==> src/rtl/regfile_clr_2r1w.sv <==
// 2-read/1-write register file with registered read ports, optional write-to-read
// bypass, R0 hardwired to zero, and a sequential bulk-clear engine.
//
// Ports:
//   clk, rst             clock (rising edge), asynchronous active-high reset
//   wr_en/addr/data      write port; ignored for R0; dropped while clear engine active
//   rd_addr_a/b          read addresses
//   rd_data_a/b          read data, valid one cycle after the address
//   clr_req              start bulk clear of R1..R(DEPTH-1) (sampled in idle only)
//   clr_busy             high while registers are being cleared
//   clr_done             one-cycle pulse when the clear completes
//   wr_drop              one-cycle pulse: a write arrived while the engine was active
module regfile_clr_2r1w #(
  parameter int unsigned DATA_W = 8,
  parameter int unsigned ADDR_W = 4,
  parameter bit          BYPASS = 1'b1
) (
  input  logic              clk,
  input  logic              rst,
  input  logic              wr_en,
  input  logic [ADDR_W-1:0] wr_addr,
  input  logic [DATA_W-1:0] wr_data,
  input  logic [ADDR_W-1:0] rd_addr_a,
  input  logic [ADDR_W-1:0] rd_addr_b,
  output logic [DATA_W-1:0] rd_data_a,
  output logic [DATA_W-1:0] rd_data_b,
  input  logic              clr_req,
  output logic              clr_busy,
  output logic              clr_done,
  output logic              wr_drop
);

  localparam int unsigned       DEPTH    = 2 ** ADDR_W;
  localparam logic [ADDR_W-1:0] FIRST_IDX = ADDR_W'(1);
  localparam logic [ADDR_W-1:0] LAST_IDX  = ADDR_W'(DEPTH - 1);

  typedef enum logic [1:0] {StIdle, StClear, StDone} state_e;

  state_e            state_q;
  logic [ADDR_W-1:0] clr_idx_q;
  logic [DATA_W-1:0] mem_q [DEPTH];

  logic              wr_acc;
  logic [DATA_W-1:0] rd_a_d;
  logic [DATA_W-1:0] rd_b_d;

  // Read-port next values. Priority: R0 zero, then forwarded write, then the
  // register being cleared this edge (so a read of clr_idx sees 0), then storage.
  always_comb begin
    wr_acc = wr_en && (state_q == StIdle) && (wr_addr != '0);

    rd_a_d = mem_q[rd_addr_a];
    if (rd_addr_a == '0) begin
      rd_a_d = '0;
    end else if (BYPASS && wr_acc && (wr_addr == rd_addr_a)) begin
      rd_a_d = wr_data;
    end else if ((state_q == StClear) && (clr_idx_q == rd_addr_a)) begin
      rd_a_d = '0;
    end

    rd_b_d = mem_q[rd_addr_b];
    if (rd_addr_b == '0) begin
      rd_b_d = '0;
    end else if (BYPASS && wr_acc && (wr_addr == rd_addr_b)) begin
      rd_b_d = wr_data;
    end else if ((state_q == StClear) && (clr_idx_q == rd_addr_b)) begin
      rd_b_d = '0;
    end
  end

  // Storage. Writes and clearing are mutually exclusive (writes only in idle).
  always_ff @(posedge clk or posedge rst) begin
    if (rst) begin
      for (int i = 0; i < int'(DEPTH); i++) begin
        mem_q[i] <= '0;
      end
    end else begin
      if (wr_acc) begin
        mem_q[wr_addr] <= wr_data;
      end
      if (state_q == StClear) begin
        mem_q[clr_idx_q] <= '0;
      end
    end
  end

  always_ff @(posedge clk or posedge rst) begin
    if (rst) begin
      rd_data_a <= '0;
      rd_data_b <= '0;
    end else begin
      rd_data_a <= rd_a_d;
      rd_data_b <= rd_b_d;
    end
  end

  // Clear engine with registered status outputs.
  always_ff @(posedge clk or posedge rst) begin
    if (rst) begin
      state_q   <= StIdle;
      clr_idx_q <= FIRST_IDX;
      clr_busy  <= 1'b0;
      clr_done  <= 1'b0;
      wr_drop   <= 1'b0;
    end else begin
      wr_drop  <= wr_en && (state_q != StIdle);
      clr_done <= 1'b0;
      unique case (state_q)
        StIdle: begin
          if (clr_req) begin
            state_q   <= StClear;
            clr_idx_q <= FIRST_IDX;
            clr_busy  <= 1'b1;
          end
        end
        StClear: begin
          // Stop on the last index rather than wrapping the counter into R0.
          if (clr_idx_q == LAST_IDX) begin
            state_q  <= StDone;
            clr_busy <= 1'b0;
            clr_done <= 1'b1;
          end else begin
            clr_idx_q <= clr_idx_q + FIRST_IDX;
          end
        end
        StDone: begin
          state_q <= StIdle;
        end
        default: begin
          state_q  <= StIdle;
          clr_busy <= 1'b0;
        end
      endcase
    end
  end

endmodule
==> config.mk <==
export PLATFORM = sky130hd
export DESIGN_NAME = regfile_clr_2r1w
export DESIGN_NICKNAME = d
export VERILOG_FILES = /design/src/rtl/regfile_clr_2r1w.sv
export SDC_FILE = /design/constraint.sdc
export NUM_CORES = 1
export LEC_CHECK = 0
export BUFFER_PORTS_ARGS = -buffer_cell sky130_fd_sc_hd__buf_2
export CAP_MARGIN = 20
export CORE_ASPECT_RATIO = 0.9
export CORE_MARGIN = 3
export CORE_UTILIZATION = 25
export DETAILED_ROUTE_END_ITERATION = 7
export PLACE_DENSITY = 0.4
export SYNTH_ARGS = -nofsm -noshare
export SYNTH_HDL_FRONTEND = slang
export SYNTH_SLANG_ARGS = --single-unit
==> constraint.sdc <==
create_clock -name clk -period 5 [get_ports clk]
set_clock_uncertainty 0.2 [all_clocks]
set_input_delay 0.75 -clock clk [delete_from_list [all_inputs] [get_ports clk]]
set_output_delay 0.75 -clock clk [all_outputs]
set_load 0.01 [all_outputs]
==> impl_metrics.ini, run 1 <==
[run_status]
run_status = complete, no violations

[detailed_routing]
ant_nets = 0
drc_errors = 0
drt_wl_total_um = 28900
drt-pass1-iter-count = 5
vias = 5989
via_per_inst = 4.99
wl_per_cell_um = 24.1
drtIter0Drc = 532

[pwr]
p_leak_nw = 4.76
vdd_ir_drop_max_v = 0.000173
power_density_nw_per_um2 = 451

[die]
die_w_um = 202
core-area_um2 = 33500
initial_core_util_pct = 25.8
rows = 63
io_pins = 43
die_h_um = 182
dieArea_um2 = 36800

[hold_path]
hold_class = flop to flop
hold_path.startpoint = mem_q[122]
holdPathEnd = mem_q[122]
whs_path_depth = 1

[worst_setup_path]
r2r_cells = 4
arrival_ns = 2.94
worstPathRequired_ns = 5.08
cp_slowest_cell = mux4_2
cp_top_family = buffers and inverters
path_max_fanout = 19
r2r-end = rd_data_b[7]
crit_start = rd_addr_b[0]
rrSetupSlack_ns = 2.28
end_kind = flop
cp_cell_sequence = buf_2 > buf_4 > mux4_2 > a22o_1 > nor2_1 > o31ai_1
r2r-start = state_q[0]
setup.worst_path.start_class = input port
cp_num_buf_inv = 2
worstSetupPathType = input port to flop
slowest_delay_ns = 0.61

[global_routing]
grtUsageTotal_pct = 15.9
grt_overflow_total = 0
grt_max_degree = 154
antenna_found_initial = 0
grt_pass1_wl_um = 42900
grt_pass1_vias = 5758

[place]
dpl-instance-area_um2 = 9210
place_inst = 1166
finalWeightedCongestion = 0.794
portBuffers = 42
hpwl_um = 19800

[cts]
cts_root_buffer = clkbuf_16
postCtsHoldBufs = 0
clkSinkCount = 153
tritoncts = yes
htreeDepth = 4
cts_buffers = 17
cts_setup_buffers = 0
clk_pin_slew_worst_paths_ns = 0.07
post_cts_resize_count = 0
worst_skew_pair.late_latency_ns = 0.43
clk_path_buf_depth = 2

[layout]
synthToLayoutAreaGrowth_pct = 13.2
layout_commonest_cell = dfrtp_1
final_cell_mix = dfrtp_1, nor2_1, mux2i_1, mux4_2, buf_2
multi_input_area_um2 = 4490
layout-drive-gt1-share_pct = 21.9
final.fill_count = 3451
nets = 759
final_area_um2 = 9790
post-route-util_pct = 29.2
fin_cells = 1199
num_antenna_cells = 0
ff_latch_area_um2 = 3830

[yosys]
avgSynthCellArea_um2 = 11.8
synth_ff_type = dfrtp_1
synth_edf_count = 0
ys_seq_area_share_pct = 44.3
synth_top_cell_area_share_pct = 44.0
ys_top_cells_by_area = dfrtp_1, mux4_2, mux2i_1
syn_area_um2 = 8640
syn_inst = 732
yosysTopAreaCell = dfrtp_1
synth_seq_cells = 153
synth-async-reset-ratio_pct = 100
yosys_warnings = 0
yosysUniqueCellTypes = 40
synth_nets = 760

[timing]
max_slew.worst_pin.slew_ns = 1.03
min_period_ns = 2.85
hold_slack_ns = 0.315
post-route-period-util_pct = 57.0
hold_violations = 0
fmax_ghz = 0.351
rsz0062_at_grt = no
fin_setup_tns_ns = 0
drv_slew = 0
setup_violations = 0
relSlewSlack_pct = 31.2

[run]
maxCapViolations = 0
## through the flow
step	worst slack, ns	total power [mW]
after floorplan	2.12	2.68
after global placement	1.64	3.13
after detailed placement	1.62	3.14
after CTS	2.00	4.44
after global routing	2.03	4.67
final	2.15	4.42
## Yosys cell counts, drive strengths merged (6+ instances only)
cell	instances
and2	24
a22o	32
mux2i	120
nor2	149
nor2b	9
dfrtp	152
nand2	7
inv	6
nor3	6
buf	30
o31ai	17
mux4	64
xor2	12
nand3	23
clkbuf	40
## flip-flops by register name, indices dropped and copies added, names as in the netlist
signal     cells
state_q        2
rd_data_a      8
wr_drop        1
rd_data_b      8
clr_done       1
mem_q        128
clr_busy       1
clr_idx_q      4
## report_power, final
part | switching, mW | internal, mW
clock network | 0.575 | 0.713
logic | 0.703 | 0.544
registers | 0.316 | 1.56
total | 1.59 | 2.82
## routing by layer
metal	part of all wire, %	GRT usage [%]	wire length (um)	up-vias
met5	0	0	0	-
met4	1.3	3.93	389	0
met3	5.7	2.69	1660	18
met2	42	21.9	12100	201
met1	51	25.5	14800	3125
li1	-	-	-	2645
## worst max path at each step
| stage | endpoint | slack, ns | cells past startpoint |
|---|---|---|---|
| 5_1_grt | rd_data_b[1] | 2.03 | 6 |
| 3_5_place_dp | mem_q[118] | 1.62 | 5 |
| 4_1_cts | mem_q[113] | 2.00 | 4 |
| 3_3_place_gp | rd_data_b[4] | 1.64 | 6 |
| 2_1_floorplan | clr_busy | 2.12 | 1 |
| 6_report | rd_data_b[4] | 2.15 | 6 |
## area by class of cell
cell class | count | share of cell area (%)
Sequential cell | 153 | 39.1
Inverter | 6 | 0.269
Clock buffer | 19 | 4.53
Clock inverter | 13 | 1.36
Multi-Input combinational cell | 503 | 45.9
Tap cell | 455 | 5.82
Timing Repair Buffer | 50 | 2.97
## kinds of logic (layout without fill, tap and decap cells)
family	after synthesis	count (layout)	share of synthesized area, %
simple gates	237	237	13.3
mux	184	184	30.6
flops	153	153	44.3
buf+inv	76	88	3.74
compound gates	62	62	5.89
xor+xnor	16	16	1.62
fa+ha+maj	4	4	0.579
## worst register-to-register path, cell delays in order, from the launching register on
cell,delay (ns)
dfrtp_1,0.50
or3b_4,0.51
a21oi_1,0.66
and2_0,0.50
o31ai_1,0.20
(Power assumes the default switching activity.)
==> run 2, diff against run 1 <==
--- a/config.mk
+++ b/config.mk
@@ -5,13 +5,14 @@
 export SDC_FILE = /design/constraint.sdc
 export NUM_CORES = 1
 export LEC_CHECK = 0
+export ABC_AREA = 1
 export BUFFER_PORTS_ARGS = -buffer_cell sky130_fd_sc_hd__buf_2
 export CAP_MARGIN = 20
 export CORE_ASPECT_RATIO = 0.9
 export CORE_MARGIN = 3
 export CORE_UTILIZATION = 25
 export DETAILED_ROUTE_END_ITERATION = 7
-export PLACE_DENSITY = 0.4
+export PLACE_DENSITY = 0.38
 export SYNTH_ARGS = -nofsm -noshare
 export SYNTH_HDL_FRONTEND = slang
 export SYNTH_SLANG_ARGS = --single-unit
==> constraint.sdc (replaced) <==
create_clock -name clk -period 2.71 [get_ports clk]
set_clock_uncertainty 0.2 [all_clocks]
set_input_delay 0.4065 -clock clk [delete_from_list [all_inputs] [get_ports clk]]
set_output_delay 0.4065 -clock clk [all_outputs]
set_load 0.01 [all_outputs]
==> impl_metrics.ini, run 2 <==
[run_status]
run_status = complete, no violations

[cts]
htreeDepth = 4
cts_setup_buffers = 0
clk_path_buf_depth = 2
tritoncts = yes
cts_buffers = 17
clkSinkCount = 153
cts_root_buffer = clkbuf_16
postCtsHoldBufs = 1
worst_skew_pair.late_latency_ns = 0.44
post_cts_resize_count = 0
clk_pin_slew_worst_paths_ns = 0.07

[layout]
synthToLayoutAreaGrowth_pct = 13.0
final_cell_mix = nand2_1, nand3_1, inv_1, dfrtp_1, a21oi_1
largest_reg_flops = 128
fin_cells = 1862
multi_input_area_um2 = 4440
final.fill_count = 4061
top_regs = mem_q x128, rd_data_a x8, rd_data_b x8
ff_latch_area_um2 = 3830
top_register = mem_q
layout-drive-gt1-share_pct = 8.51
layout_commonest_cell = nand2_1
nets = 1401
num_antenna_cells = 0

[worst_setup_path]
cp_top_family = simple AND/OR/NAND/NOR gates
arrival_ns = 2.31
cp_num_buf_inv = 2
worstSetupPathType = flop to flop
r2r_cells = 8
setup.worst_path.start_class = flop
path_max_fanout = 16
path_depth = 8
cp_slowest_cell = nand2_1
end_kind = flop
cp_cell_sequence = inv_1 > nand2_1 > inv_1 > nand3_4 > nor2_4 > nand2_1 > o21ai_0 > a21oi_1
slowest_delay_ns = 0.42
worstPathRequired_ns = 2.81

[global_routing]
grt_pass1_wl_um = 59800
grt_overflow_total = 0
grtUsageTotal_pct = 20.1
grt_pass1_vias = 8715
antenna_found_initial = 0
grt_max_degree = 86

[pwr]
power_density_nw_per_um2 = 939
p_leak_nw = 4.91
vdd_ir_drop_max_v = 0.000367

[timing]
setup_violations = 0
hold_violations = 0
post-route-period-util_pct = 81.7
rsz0062_at_grt = no
layout_setup_ws_ns = 0.495
min_period_ns = 2.21
relSlewSlack_pct = 53.9
max_slew.worst_pin.slew_ns = 0.690
fmax_ghz = 0.451
fin_setup_tns_ns = 0
drv_slew = 0

[hold_path]
hold_class = input port to flop
whs_path_depth = 3

[yosys]
synth_ff_type = dfrtp_1
avgSynthCellArea_um2 = 6.83
yosysUniqueCellTypes = 31
syn_area_um2 = 9420
synth_most_common_cell = nand2_1
synth_nets = 1407
synth_common_cells = nand2_1, inv_1, nand3_1
syn_inst = 1379
synth_seq_cells = 153
ys_top_cells_by_area = dfrtp_1, nand2_1, nand3_1
synth-async-reset-ratio_pct = 100
synth_edf_count = 0
synth_top_cell_area_share_pct = 40.4
yosysTopAreaCell = dfrtp_1
yosys_warnings = 0
ys_seq_area_share_pct = 40.6

[detailed_routing]
ant_nets = 0
drc_errors = 0
drtIter0Drc = 828
via_per_inst = 4.95
drt_wl_total_um = 39600
drt-pass1-iter-count = 5
wl_per_cell_um = 21.2
vias = 9216

[place]
place_inst = 1829
finalWeightedCongestion = 0.878
portBuffers = 42
place_ws_ns = 0.441
hpwl_um = 25400

[die]
initial_core_util_pct = 25.7
rows = 66
dieArea_um2 = 40100
die_h_um = 190
die_w_um = 211
io_pins = 43
core-area_um2 = 36700

[run]
maxCapViolations = 0
-- run 2: changes by cell type after synthesis, moves of 23 or more --
| cell | change |
|---|---|
| a21oi_1 | +130 |
| a22o_1 | -32 |
| and2_1 | -23 |
| inv_1 | +162 |
| mux2i_1 | -120 |
| mux4_2 | -64 |
| nand2_1 | +439 |
| nand3_1 | +144 |
| nor2_1 | -101 |
| o21ai_0 | +39 |
| o22ai_1 | +89 |
-- run 2: final timing paths --
path | from | end | slack, ns
worst max-delay path | state_q[0] | mem_q[64] | 0.50
worst min-delay path | wr_en | wr_drop | 0.03
worst max register to register | state_q[0] | mem_q[64] | 0.50
worst min register to register | state_q[1] | state_q[0] | 0.28
max in group asynchronous | rst | mem_q[27] | 1.37
min in group asynchronous | rst | mem_q[71] | 0.43
-- run 2: metrics by stage --
step                hold slack (ns)  utilization [%]  power, mW  area [um2]
global route                 0.0181             29.0       10.7       10600
global placement              0.274             27.4       7.45       10000
detailed placement            0.277             27.4       7.48       10000
floorplan                     0.245                -       6.09        9430
CTS                         0.00494             29.0       10.1       10600
finish                       0.0274             29.0       9.99       10600
-- run 2: tightest hold or removal path, stage by stage --
cell and delay (ns):
buf_2 0.14, inv_1 0.06, nor2_1 0.04
-- run 2: per-layer routing --
layer	track usage, %	routed length, um	up-vias
met5	1.35	63	-
li1	-	-	4456
met4	4.82	619	2
met1	30.5	19700	4453
met2	29.3	16900	272
met3	3.51	2280	33
-- run 2: kinds of logic after synthesis --
logic type / after synthesis / share of synthesized area, %
AND/OR/NAND/NOR: 671 / 29.9
AO/OA/AOI/OAI: 278 / 16.1
buffers and inverters: 267 / 12.2
flip-flops: 153 / 40.6
XOR/XNOR: 6 / 0.558
adder cells (fa/ha/maj): 4 / 0.531
-- run 2: cell type report --
type	instances	area share, %
well taps	476	5.59
repair buffers	70	5.03
flip-flops and latches	153	36.0
inverters	172	6.10
clock inverters	12	1.40
clock buffers	20	4.20
multi-input cells	959	41.7
-- run 2: report_power, final --
part           internal [mW]  total (mW)  switching (mW)  leakage (nW)
logic                   1.18        3.58            2.40          2.55
registers               3.14        3.87           0.729          2.07
clock network           1.47        2.54            1.07         0.294
